[config.mk]
export PLATFORM = sky130hd
export DESIGN_NAME = axi_rd_slv_sram
export DESIGN_NICKNAME = d
export VERILOG_FILES = /design/src/rtl/axi_rd_slv_sram.sv
export SDC_FILE = /design/constraint.sdc
export NUM_CORES = 1
export LEC_CHECK = 0
export BUFFER_PORTS_ARGS = -buffer_cell sky130_fd_sc_hd__buf_2
export CAP_MARGIN = 20
export CORE_ASPECT_RATIO = 0.7
export CORE_MARGIN = 2
export CORE_UTILIZATION = 50
export CTS_BUF_LIST = sky130_fd_sc_hd__clkbuf_4
export CTS_CLUSTER_DIAMETER = 200
export DETAILED_ROUTE_END_ITERATION = 16
export GPL_ROUTABILITY_DRIVEN = 0
export PLACE_DENSITY = 0.73
export SLEW_MARGIN = 20
export SYNTH_ARGS = -nofsm -noshare
export SYNTH_HDL_FRONTEND = slang
export SYNTH_SLANG_ARGS = --single-unit
[constraint.sdc]
create_clock -name aclk -period 4.86 [get_ports aclk]
set_input_delay 0.486 -clock aclk [delete_from_list [all_inputs] [get_ports aclk]]
set_output_delay 0.486 -clock aclk [all_outputs]
set_load 0.02 [all_outputs]
[src/rtl/axi_rd_slv_sram.sv]
// ============================================================================
// axi_rd_slv_sram : AXI read responder serving bursts from a 1-cycle SRAM.
// Rev 1.0
// ============================================================================
`default_nettype none

module axi_rd_slv_sram #(
  parameter int AXI_DATA_WID  = 128,
  parameter int AXI_ADDR_WID  = 32,
  parameter int AXI_IDW       = 4,
  parameter int AXI_LENW      = 4,
  parameter int SRAM_AW       = 10,
  parameter int AR_FIFO_DEPTH = 4
) (
  input  logic                    aclk,
  input  logic                    areset,
  input  logic                    i_arvalid,
  input  logic [AXI_IDW-1:0]      i_arid,
  input  logic [AXI_ADDR_WID-1:0] i_araddr,
  input  logic [AXI_LENW-1:0]     i_arlen,
  input  logic [2:0]              i_arsize,
  input  logic [1:0]              i_arburst,
  output logic                    o_arready,
  output logic                    o_rvalid,
  output logic [AXI_IDW-1:0]      o_rid,
  output logic [AXI_DATA_WID-1:0] o_rdata,
  output logic [1:0]              o_rresp,
  output logic                    o_rlast,
  input  logic                    i_rready,
  output logic                    o_sram_cs,
  output logic [SRAM_AW-1:0]      o_sram_addr,
  input  logic [AXI_DATA_WID-1:0] i_sram_rdata,
  output logic                    o_busy,
  output logic [15:0]             o_ar_cnt
);

  localparam int PW = $clog2(AR_FIFO_DEPTH);
  localparam int CW = PW + 1;
  localparam logic [CW-1:0] FIFO_FULL = CW'(AR_FIFO_DEPTH);
  localparam int BYTE_OFS = 4;

  typedef enum logic [0:0] {ST_IDLE = 1'b0, ST_RUN = 1'b1} state_t;

  // AR queue
  logic [AXI_IDW-1:0]  fifo_id_q   [AR_FIFO_DEPTH];
  logic [AXI_IDW-1:0]  fifo_id_d   [AR_FIFO_DEPTH];
  logic [SRAM_AW-1:0]  fifo_addr_q [AR_FIFO_DEPTH];
  logic [SRAM_AW-1:0]  fifo_addr_d [AR_FIFO_DEPTH];
  logic [AXI_LENW-1:0] fifo_len_q  [AR_FIFO_DEPTH];
  logic [AXI_LENW-1:0] fifo_len_d  [AR_FIFO_DEPTH];
  logic                fifo_err_q  [AR_FIFO_DEPTH];
  logic                fifo_err_d  [AR_FIFO_DEPTH];
  logic [PW-1:0]       fifo_wptr_q, fifo_wptr_d;
  logic [PW-1:0]       fifo_rptr_q, fifo_rptr_d;
  logic [CW-1:0]       fifo_cnt_q, fifo_cnt_d;
  logic                arready_q, arready_d;
  logic [15:0]         ar_cnt_q, ar_cnt_d;
  logic                ar_push, fifo_pop, fifo_nonempty;
  logic                ar_err;
  logic [AXI_ADDR_WID-1:0] ar_hi;
  logic                unused_addr_lo;

  // Burst engine
  state_t              state_q, state_d;
  logic [SRAM_AW-1:0]  addr_q, addr_d;
  logic [AXI_LENW-1:0] cnt_q, cnt_d;
  logic [AXI_IDW-1:0]  id_q, id_d;
  logic                err_q, err_d;
  logic                issue, credit_ok;
  logic [2:0]          occ;

  // Beat sideband pipeline, aligned to the SRAM read latency
  logic                p_vld_q, p_vld_d;
  logic [AXI_IDW-1:0]  p_id_q, p_id_d;
  logic                p_last_q, p_last_d;
  logic                p_err_q, p_err_d;

  // R skid buffer
  logic [AXI_DATA_WID-1:0] buf_data_q [2];
  logic [AXI_DATA_WID-1:0] buf_data_d [2];
  logic [AXI_IDW-1:0]      buf_id_q   [2];
  logic [AXI_IDW-1:0]      buf_id_d   [2];
  logic                    buf_last_q [2];
  logic                    buf_last_d [2];
  logic [1:0]              buf_resp_q [2];
  logic [1:0]              buf_resp_d [2];
  logic                    buf_wptr_q, buf_wptr_d;
  logic                    buf_rptr_q, buf_rptr_d;
  logic [1:0]              buf_cnt_q, buf_cnt_d;
  logic                    buf_pop;

  assign ar_hi          = i_araddr >> (BYTE_OFS + SRAM_AW);
  assign ar_err         = (i_arburst != 2'b01) | (i_arsize != 3'd4) | (ar_hi != '0);
  assign unused_addr_lo = ^i_araddr[BYTE_OFS-1:0];
  assign fifo_nonempty  = (fifo_cnt_q != '0);

  always_comb begin
    fifo_id_d   = fifo_id_q;
    fifo_addr_d = fifo_addr_q;
    fifo_len_d  = fifo_len_q;
    fifo_err_d  = fifo_err_q;
    ar_push     = i_arvalid & arready_q;
    if (ar_push) begin
      fifo_id_d[fifo_wptr_q]   = i_arid;
      fifo_addr_d[fifo_wptr_q] = i_araddr[BYTE_OFS +: SRAM_AW];
      fifo_len_d[fifo_wptr_q]  = i_arlen;
      fifo_err_d[fifo_wptr_q]  = ar_err;
    end
    fifo_wptr_d = fifo_wptr_q + PW'(ar_push);
    fifo_rptr_d = fifo_rptr_q + PW'(fifo_pop);
    fifo_cnt_d  = fifo_cnt_q + CW'(ar_push) - CW'(fifo_pop);
    // Ready follows the registered occupancy, so a same-cycle pop cannot unblock a full queue
    arready_d   = (fifo_cnt_d != FIFO_FULL);
    ar_cnt_d    = ar_cnt_q + 16'(ar_push);
  end

  always_comb begin
    state_d   = state_q;
    addr_d    = addr_q;
    cnt_d     = cnt_q;
    id_d      = id_q;
    err_d     = err_q;
    fifo_pop  = 1'b0;
    issue     = 1'b0;
    // Buffer occupancy after this cycle's pop plus the beat still in the SRAM pipe
    occ       = {1'b0, buf_cnt_q} + {2'b00, p_vld_q} - {2'b00, buf_pop};
    credit_ok = (occ < 3'd2);
    case (state_q)
      ST_IDLE: begin
        if (fifo_nonempty) begin
          fifo_pop = 1'b1;
          addr_d   = fifo_addr_q[fifo_rptr_q];
          cnt_d    = fifo_len_q[fifo_rptr_q];
          id_d     = fifo_id_q[fifo_rptr_q];
          err_d    = fifo_err_q[fifo_rptr_q];
          state_d  = ST_RUN;
        end
      end
      ST_RUN: begin
        if (credit_ok) begin
          issue  = 1'b1;
          addr_d = addr_q + SRAM_AW'(1);
          cnt_d  = cnt_q - AXI_LENW'(1);
          if (cnt_q == '0) begin
            if (fifo_nonempty) begin
              fifo_pop = 1'b1;
              addr_d   = fifo_addr_q[fifo_rptr_q];
              cnt_d    = fifo_len_q[fifo_rptr_q];
              id_d     = fifo_id_q[fifo_rptr_q];
              err_d    = fifo_err_q[fifo_rptr_q];
            end else begin
              state_d = ST_IDLE;
            end
          end
        end
      end
      default: state_d = ST_IDLE;
    endcase
    p_vld_d  = issue;
    p_id_d   = id_q;
    p_last_d = (cnt_q == '0);
    p_err_d  = err_q;
  end

  assign o_sram_cs   = issue & ~err_q;
  assign o_sram_addr = addr_q;

  always_comb begin
    buf_data_d = buf_data_q;
    buf_id_d   = buf_id_q;
    buf_last_d = buf_last_q;
    buf_resp_d = buf_resp_q;
    buf_pop    = (buf_cnt_q != 2'd0) & i_rready;
    // Error beats take the same slot as real reads but carry zero data
    if (p_vld_q) begin
      buf_data_d[buf_wptr_q] = p_err_q ? '0 : i_sram_rdata;
      buf_id_d[buf_wptr_q]   = p_id_q;
      buf_last_d[buf_wptr_q] = p_last_q;
      buf_resp_d[buf_wptr_q] = p_err_q ? 2'b10 : 2'b00;
    end
    buf_wptr_d = buf_wptr_q ^ p_vld_q;
    buf_rptr_d = buf_rptr_q ^ buf_pop;
    buf_cnt_d  = buf_cnt_q + {1'b0, p_vld_q} - {1'b0, buf_pop};
  end

  assign o_rvalid  = (buf_cnt_q != 2'd0);
  assign o_rid     = buf_id_q[buf_rptr_q];
  assign o_rdata   = buf_data_q[buf_rptr_q];
  assign o_rresp   = buf_resp_q[buf_rptr_q];
  assign o_rlast   = buf_last_q[buf_rptr_q];
  assign o_arready = arready_q;
  assign o_ar_cnt  = ar_cnt_q;
  assign o_busy    = fifo_nonempty | (state_q == ST_RUN) | p_vld_q | (buf_cnt_q != 2'd0);

  always_ff @(posedge aclk) begin
    if (areset) begin
      fifo_id_q   <= '{default: '0};
      fifo_addr_q <= '{default: '0};
      fifo_len_q  <= '{default: '0};
      fifo_err_q  <= '{default: 1'b0};
      fifo_wptr_q <= '0;
      fifo_rptr_q <= '0;
      fifo_cnt_q  <= '0;
      arready_q   <= 1'b0;
      ar_cnt_q    <= '0;
      state_q     <= ST_IDLE;
      addr_q      <= '0;
      cnt_q       <= '0;
      id_q        <= '0;
      err_q       <= 1'b0;
      p_vld_q     <= 1'b0;
      p_id_q      <= '0;
      p_last_q    <= 1'b0;
      p_err_q     <= 1'b0;
      buf_data_q  <= '{default: '0};
      buf_id_q    <= '{default: '0};
      buf_last_q  <= '{default: 1'b0};
      buf_resp_q  <= '{default: '0};
      buf_wptr_q  <= 1'b0;
      buf_rptr_q  <= 1'b0;
      buf_cnt_q   <= 2'd0;
    end else begin
      fifo_id_q   <= fifo_id_d;
      fifo_addr_q <= fifo_addr_d;
      fifo_len_q  <= fifo_len_d;
      fifo_err_q  <= fifo_err_d;
      fifo_wptr_q <= fifo_wptr_d;
      fifo_rptr_q <= fifo_rptr_d;
      fifo_cnt_q  <= fifo_cnt_d;
      arready_q   <= arready_d;
      ar_cnt_q    <= ar_cnt_d;
      state_q     <= state_d;
      addr_q      <= addr_d;
      cnt_q       <= cnt_d;
      id_q        <= id_d;
      err_q       <= err_d;
      p_vld_q     <= p_vld_d;
      p_id_q      <= p_id_d;
      p_last_q    <= p_last_d;
      p_err_q     <= p_err_d;
      buf_data_q  <= buf_data_d;
      buf_id_q    <= buf_id_d;
      buf_last_q  <= buf_last_d;
      buf_resp_q  <= buf_resp_d;
      buf_wptr_q  <= buf_wptr_d;
      buf_rptr_q  <= buf_rptr_d;
      buf_cnt_q   <= buf_cnt_d;
    end
  end

endmodule

`default_nettype wire
==> results of run 1 <==
[worst min-delay path, stage by stage]
cell and delay [ns]:
sky130_fd_sc_hd__buf_2 0.07, sky130_fd_sc_hd__nor2b_1 0.15, sky130_fd_sc_hd__mux2i_1 0.09, sky130_fd_sc_hd__nor2_1 0.07
[synth_stat cells, types with 4 or more instances]
cell type                  instances
sky130_fd_sc_hd__mux2i_1         280
sky130_fd_sc_hd__nand2_1         157
sky130_fd_sc_hd__xnor2_1          11
sky130_fd_sc_hd__buf_1            23
sky130_fd_sc_hd__mux2_2          134
sky130_fd_sc_hd__xor2_1            6
sky130_fd_sc_hd__dfxtp_1         399
sky130_fd_sc_hd__ha_1             12
sky130_fd_sc_hd__clkbuf_1         80
sky130_fd_sc_hd__inv_1            24
sky130_fd_sc_hd__or3_1             7
sky130_fd_sc_hd__or4_1             4
sky130_fd_sc_hd__nor2b_1         142
sky130_fd_sc_hd__nand3_1          13
sky130_fd_sc_hd__a211oi_1          6
sky130_fd_sc_hd__nor4_1            7
sky130_fd_sc_hd__o21ai_0           8
sky130_fd_sc_hd__nor2_1          303
sky130_fd_sc_hd__nor3_1            9
sky130_fd_sc_hd__mux4_2           19
sky130_fd_sc_hd__nand4_1           8
sky130_fd_sc_hd__buf_2            24
sky130_fd_sc_hd__a21oi_1          92
sky130_fd_sc_hd__o32ai_1           7
[cell families after synthesis]
group / share of synthesized area, %
other: 0.0215
AO/OA/AOI/OAI: 4.22
multiplexers: 27.1
buffers and inverters: 3.52
adder cells (fa/ha/maj): 1.09
flip-flops: 45.7
XOR/XNOR: 0.852
AND/OR/NAND/NOR: 17.4
[final timing paths]
path,start,to,depth (start not counted),slack (ns)
setup / recovery,buf_cnt_q[1]$_SDFF_PP0_,o_arready$_SDFF_PP0_,17,0.65
hold / removal,i_sram_rdata[34],buf_data_q[34]$_SDFFE_PP0P_,4,0.11
setup reg to reg,buf_cnt_q[1]$_SDFF_PP0_,o_arready$_SDFF_PP0_,17,0.65
hold reg to reg,fifo_addr_q[23]$_SDFFE_PP0P_,fifo_addr_q[23]$_SDFFE_PP0P_,2,0.45
[per-stage QoR]
stage | hold slack, ns | total power (uW)
6_report | 0.106 | 9830
5_1_grt | 0.0558 | 10400
4_1_cts | 0.0196 | 9920
3_5_place_dp | 0.446 | 7160
3_3_place_gp | 0.439 | 7070
2_1_floorplan | 0.431 | 6300
[where the power goes]
group / switching, uW / internal [uW] / leakage (uW)
combinational: 1860 / 1350 / 0.00445
sequential: 255 / 3650 / 0.00323
clock: 1350 / 1360 / 0.000697
[routing by layer]
metal	GRT usage (%)	vias to the layer above	wire [um]
met5	0	-	0
li1	-	6845	-
met4	11.2	0	1470
met2	38.0	419	20400
met3	6.66	97	2870
met1	28.5	6698	19000
[registers in the layout, indices dropped and copies added, names as in the netlist, 2 cells and up]
register     count
o_sram_addr     10
fifo_addr_q     40
id_q             4
fifo_id_q       16
fifo_err_q       4
fifo_rptr_q      2
o_ar_cnt        16
buf_cnt_q        2
cnt_q            4
buf_data_q     256
fifo_len_q      16
p_id_q           4
fifo_wptr_q      2
buf_last_q       2
buf_id_q         8
fifo_cnt_q       3
buf_resp_q       2
[final cells by class]
class / count / area, sq um / area share [%]
multi-input combinational: 1261 / 8910 / 42.8
inverter: 24 / 90.1 / 0.433
clock inverter: 35 / 214 / 1.03
antenna: 5 / 12.5 / 0.0601
tap: 472 / 591 / 2.84
timing repair buffer: 368 / 2030 / 9.75
sequential: 399 / 8000 / 38.4
clock buffer: 131 / 983 / 4.72
==> results.txt, run 1 <==
Yosys attributes the largest share of cell area to sky130_fd_sc_hd__dfxtp_1 46%, sky130_fd_sc_hd__mux2i_1 16%, sky130_fd_sc_hd__mux2_2 8.6%, sky130_fd_sc_hd__nor2_1 6.5%, sky130_fd_sc_hd__nor2b_1 5.1%. Relative to the synthesized area, the layout overhead comes to 19.2%. For this block, the initial DRC count from the detailed router was 883. The total CTS buffers came out at 97. The critical path goes through or2_2 > and2_1 > ha_1 > inv_1 > ha_1 > fa_1 > xnor2_1 > o31a_1 > nor2_1 > ha_1 > inv_1 > ha_1 > fa_1 > xnor2_1 > xnor2_1 > nor3_1 > nor2_1. After filler insertion, the fill cell instance count of the layout stands at 3014. The x dimension of the die is 227 um. The summed negative setup slack over all endpoints is 0 ns.

The proportion of synthesized chip area in sequential cells is 45.7%. The floorplan has 57 rows. The net count of the finished layout is 2342. The insertion delay to the later sink of the worst-skew pair is 0.78 ns. The count of vias placed by the detailed router is 14059. The global route total overflow came out at 0.

At the pin with the least slew margin, the transition time is 1.29 ns. Global routing consumed, over all layers together, 23.4% of the routing resources. The number of sinks driven by the clock tree came out at 399. The count of hold buffers inserted by post-cts repair is 18. In this design, the stage delay of the slowest critical-path cell is 0.52 ns. The largest vdd supply drop came out at 376 uV. When the netlist entered floorplanning its net count stood at 2004. The total wire length after detailed routing came out at 43.7 mm. The total half-perimeter wirelength after legalization and detailed placement came out at 27.9 mm. The post-CTS setup buffer count came out at 0. The initial antenna violation count came out at 4.

The post-route antenna net violation count is 0. The proportion of layout cells with a drive suffix above 1 came out at 30.0%. The number of remaining DRC errors is 0.

The maximum number of buffers from clock root to sink came out at 3. The average wire per standard cell is 16.2 um. The placed cell count came out at 2505. The final setup skew came out at 0.0480 ns. The number of standard cells after synthesis is 1813. The worst setup path is of the reg2reg kind. The maximum clock rate is 0.237 GHz. The total of max-cap violations is 0.

The share of Yosys cell area claimed by the top area cell type is 45.7%. TritonCTS built the clock tree. Synthesis inferred 399 register bits. In this run the power density over the cells is 472 mW/mm^2. The peak fanout along the critical path came out at 6. The die covers 0.0365 sq mm. The share of the cycle needed by the critical path after routing came out at 86.7%. The async set or reset register ratio after synthesis came out at 0%. The worst setup margin is 0.648 ns. The sum of buffers and inverters on the critical path is 2. STA classifies the critical path startpoint as a flip-flop.

A synthesized cell averages 9.63 sq um. The minimum period implied by the final worst setup slack is 4.21 ns. The most used flip-flop cell after synthesis is sky130_fd_sc_hd__dfxtp_1. The hold violation total from the final report came out at 0. The count of flip-flops with a built-in enable after synthesis came out at 0. The area of the core is 0.0345 sq mm. The effective utilization at floorplan came out at 50.6%. Grouping stages by cell kind, the critical path spends the most delay in adder cells. The H-tree was split into 3 levels.

The worst setup path is captured at a flip-flop. The worst hold path belongs to the class in2reg. The number of cells in the finished layout apart from fillers is 2695. The slowest stage of the critical path is the sky130_fd_sc_hd__xnor2_1 cell.

The number of endpoints failing setup at the final stage is 0. The tightest slew margin relative to the limit is 14.1%. The arrival time at the worst endpoint is 4.86 ns.

The final design area excluding fillers is 0.0208 sq mm. The area of the mapped netlist is 0.0175 sq mm. The static power due to leakage is 0.00838 uW. Dividing the detail-routed via count by the number of cells gives 5.22.

The pin count of the biggest net entering global routing is 176. Counting stages on the worst path, the most repeated cell is sky130_fd_sc_hd__ha_1. The run finished with clean final reports. The global-route wire length before repair is 69.1 mm.

The total of buffers placed on input and output ports came out at 336. In this run the clock root is driven by a sky130_fd_sc_hd__clkbuf_4. The number of unique standard cell types used by synthesis is 51. Setup repair after global routing left no endpoint under its margin.

The final core area utilization came out at 60.3%. The final-report max-slew violation count came to 0. The number of ports placed on the die boundary is 342. The top cell types in the final layout, fill and taps aside, are 397 x sky130_fd_sc_hd__dfxtp_1, 335 x sky130_fd_sc_hd__buf_2, 301 x sky130_fd_sc_hd__nor2_1, 280 x sky130_fd_sc_hd__mux2i_1, 157 x sky130_fd_sc_hd__nand2_1. The critical path required time is 5.51 ns. The library cell used most frequently in the layout, excluding fill and tap cells, is sky130_fd_sc_hd__dfxtp_1. Gates resized during post-CTS repair numbered 0. Of all cell types, the one taking the most synthesized area is sky130_fd_sc_hd__dfxtp_1. During synthesis, Yosys emitted a total of 0 warnings. Before CTS, the worst setup slack after placement is 0.674 ns. The total placed instance area came out at 0.0194 sq mm.

The vertical die dimension is 160 um. The register clock-pin slew on the reported worst setup and hold paths came out at 0.08 ns. The number of global-route vias before repair was 13988. The total iterations of the first detailed-routing run came out at 5.
Power figures use the tool's default switching activity.
==> inputs of run 2 (changes only) <==
--- a/config.mk
+++ b/config.mk
@@ -15,6 +15,7 @@
 export DETAILED_ROUTE_END_ITERATION = 16
 export GPL_ROUTABILITY_DRIVEN = 0
 export PLACE_DENSITY = 0.73
+export SKIP_LAST_GASP = 1
 export SLEW_MARGIN = 20
 export SYNTH_ARGS = -nofsm -noshare
 export SYNTH_HDL_FRONTEND = slang
==> constraint.sdc (replaced) <==
create_clock -name aclk -period 4.86 [get_ports aclk]
set_input_delay 1.215 -clock aclk [delete_from_list [all_inputs] [get_ports aclk]]
set_output_delay 1.215 -clock aclk [all_outputs]
set_load 0.02 [all_outputs]
==> run 2 against run 1 <==
Net effect: sequential power up 3%; worst hold slack better by 0.35 ns; die area unchanged; clock power about the same; core utilization down 0.36 points; via count down 0.53%; flip-flop and latch count unchanged; cell area down 0.60%; clock skew down 0.018 ns; setup slack worse by 0.37 ns; non-clock buffer count down 17; largest power group unchanged.
==> results.txt, run 2 (synthesized netlist as in run 1, its figures left out) <==
The run finished with clean final reports. The post-route antenna net violation count was 0 (unchanged). The proportion of power drawn by combinational gates is 31.8% (-0.9 points). The violation count after the first detailed-routing iteration came to 874 (-1.0%). The area of the die came out at 0.0365 sq mm (unchanged). Compared with the post-synthesis result, the final layout area differs by 18.5%. The worst stage delay on the critical path is 0.54 ns (+0.02 ns). The number of standard-cell rows in the floorplan was 57 (unchanged). The multi-input combinational cell area came to 0.00891 sq mm (about the same). The net switching fraction of the power came out at 35.0% (-0.24 points). The share of the cycle needed by the critical path after routing is 94.3% (+7.6 points). The total of max-cap violations came out at 0 (unchanged). The area of the core came to 0.0345 sq mm (unchanged).

The design internal power is 6390 uW (+0.47%). The total of fill cells in the finished design came out at 3032 (+0.60%). The worst hold path endpoint is fifo_addr_q[7]$_SDFFE_PP0P_. The vertical die dimension was 160 um (unchanged). The hold violation total from the final report came out at 0 (unchanged). The number of ports placed on the die boundary is 342 (unchanged). The clock power share is 27.4% (about the same). The peak fanout along the critical path is 5 (-1). The cell chosen for the clock root is sky130_fd_sc_hd__clkbuf_4. STA classifies the critical path startpoint as a flip-flop. The global route total overflow came out at 0 (unchanged).

By instance count, the cell type seen most on the critical path is sky130_fd_sc_hd__ha_1. The post-CTS setup buffer count came out at 0 (unchanged). The total of buffers placed on input and output ports is 336 (unchanged). The critical path in this run is classified as reg2out. The transition time at the pin with the least slew margin is 1.06 ns (-0.229 ns).

The maximum number of buffers from clock root to sink came out at 3 (unchanged). The largest registers in the layout are buf_data_q (256), fifo_addr_q (40). Setup repair after global routing left no endpoint under its margin.

The static power due to leakage was 0.00833 uW (-0.53%). The total CTS buffers was 96 (-1.0%). The register clock-pin slew on the reported worst setup and hold paths is 0.07 ns (about the same). TritonCTS built the clock tree. The final setup skew is 0.0300 ns (-0.0180 ns). The proportion of layout cells with a drive suffix above 1 is 30.3% (+0.36 points). The sequential group share of total power came out at 40.8% (+1.0 points).

The arrival time at the worst endpoint is 3.37 ns (-1.49 ns). The total power after layout is 9840 uW (+0.10%). The total iterations of the first detailed-routing run was 5 (unchanged). The number of endpoints failing setup at the final stage came out at 0 (unchanged). The via count normalized by instance count came out at 5.21 (about the same). The pin count of the biggest net entering global routing came out at 147 (-16%). STA classifies the critical path endpoint as an output port. The x dimension of the die came out at 227 um (unchanged).

The effective utilization at floorplan is 50.6% (unchanged). The net switching power figure is 3440 uW (-0.57%). The largest vdd supply drop came to 251 uV (-33%). The start point of the worst min-delay path is fifo_addr_q[7]$_SDFFE_PP0P_. The net count of the finished layout was 2324 (-0.77%). The critical path required time is 3.64 ns (-1.87 ns).

More flip-flops sit in one register than any other, and that register is buf_data_q. The insertion delay to the later sink of the worst-skew pair came to 0.74 ns (-0.04 ns). The register-to-register setup slack is 0.96 ns (+0.31 ns).

The final-report max-slew violation count is 0 (unchanged). The number of cells traversed by the worst hold path was 2 (-2). The capture point of the worst reg-to-reg path is o_arready$_SDFF_PP0_.

The number of sinks driven by the clock tree is 399 (unchanged). The tightest slew margin relative to the limit came out at 29.3% (+15 points). The slowest stage of the critical path belongs to the cell sky130_fd_sc_hd__fa_1. The power density relative to cell area is 475 mW/mm^2 (+0.71%). The global-route wire length before repair is 69.3 mm (+0.38%).

The number of remaining DRC errors was 0 (unchanged). The worst reg-to-reg path cell count was 17 (unchanged). The summed negative setup slack over all endpoints was 0 ns (unchanged).

The global-route usage over all layers came to 23.4% (about the same). The worst slack after detailed placement is 0.317 ns (-0.357 ns). The number of flip-flops in the largest register is 256 (unchanged).

The worst setup margin came out at 0.276 ns (-0.372 ns). The number of global-route vias before repair came out at 14234 (+1.8%). Tracing the worst setup path back leads to its startpoint at buf_cnt_q[1]$_SDFF_PP0_. The worst register-to-register path begins at buf_cnt_q[1]$_SDFF_PP0_. The total wire length after detailed routing is 43.6 mm (-0.38%). In the layout the commonest cells are 396 x sky130_fd_sc_hd__dfxtp_1, 335 x sky130_fd_sc_hd__buf_2, 301 x sky130_fd_sc_hd__nor2_1, 280 x sky130_fd_sc_hd__mux2i_1, 157 x sky130_fd_sc_hd__nand2_1.

The class of the tightest hold or removal check is reg2reg. The count of hold buffers inserted by post-cts repair came to 0 (-18). The maximum clock rate was 0.218 GHz (-8.1%). The sequential cell area is 0.00800 sq mm (about the same).

The average wire per standard cell came to 16.2 um (about the same). The minimum period implied by the final worst setup slack came out at 4.58 ns (+0.372 ns). The total half-perimeter wirelength after legalization and detailed placement is 28.3 mm (+1.4%). The number of cells upsized or downsized after cts was 0 (unchanged).

Leaving out fill and tap cells, the most frequent cell in the layout is sky130_fd_sc_hd__dfxtp_1. The CTS H-tree depth is 3 (unchanged). Walking the worst path, the cells encountered are or2_2 > and2_1 > ha_1 > inv_1 > ha_1 > fa_1 > nor2b_1 > nand2_1 > nor2_1 > buf_2. The count of vias placed by the detailed router came to 13984 (-0.53%). The initial antenna violation count is 5 (+1).
[run 2: cell type report]
| type | instances | share of cell area (%) |
|---|---|---|
| Timing Repair Buffer | 351 | 9.10 |
| Clock buffer | 141 | 5.11 |
| Sequential cell | 399 | 38.6 |
| Tap cell | 472 | 2.85 |
| Multi-Input combinational cell | 1261 | 43.1 |
| Clock inverter | 29 | 0.743 |
| Antenna cell | 5 | 0.0604 |
| Inverter | 24 | 0.435 |
[run 2: power groups by stage]
| stage | logic (uW) | clock network, uW | registers (uW) |
|---|---|---|---|
| floorplan | 2410 | 0 | 3900 |
| global placement | 3060 | 0 | 4050 |
| detailed placement | 3130 | 0 | 4080 |
| CTS | 3150 | 2780 | 4010 |
| global route | 3400 | 2950 | 4060 |
| finish | 3130 | 2700 | 4010 |
[run 2: worst max-delay path by stage]
stage                            to  slack [ns]  cells past startpoint
2_1_floorplan  o_arready$_SDFF_PP0_        0.44                     16
3_3_place_gp   o_arready$_SDFF_PP0_        0.39                     17
3_5_place_dp   o_arready$_SDFF_PP0_        0.32                     17
4_1_cts                   o_sram_cs        0.19                     10
5_1_grt                   o_sram_cs        0.07                     10
6_report                  o_sram_cs        0.28                     10
[run 2: metrics by stage]
step           utilization (%)  hold WS [ns]  cell area [sq um]  std cells
2_1_floorplan                -         0.431              17500       1813
3_3_place_gp              56.4         0.439              19500       2506
3_5_place_dp              56.4         0.446              19500       2506
4_1_cts                   59.9         0.455              20700       2676
5_1_grt                   60.0         0.473              20700       2682
6_report                  60.0         0.453              20700       2682
[run 2: routing by layer]
layer / up-vias / share of wire, % / routed length (um) / GRT usage, %
met3: 71 / 6.6 / 2860 / 6.11
met4: 0 / 2.4 / 1040 / 9.36
met5: - / 0 / 0 / 0
li1: 6828 / - / - / -
met1: 6711 / 44 / 19000 / 28.7
met2: 374 / 47 / 20600 / 39.1
[run 2: critical path: cells and delay by family (launching register included)]
kind	cells	cell delay, ns
simple gates	5	1.06
flops	1	0.35
fa+ha+maj	3	1.00
buf+inv	2	0.24
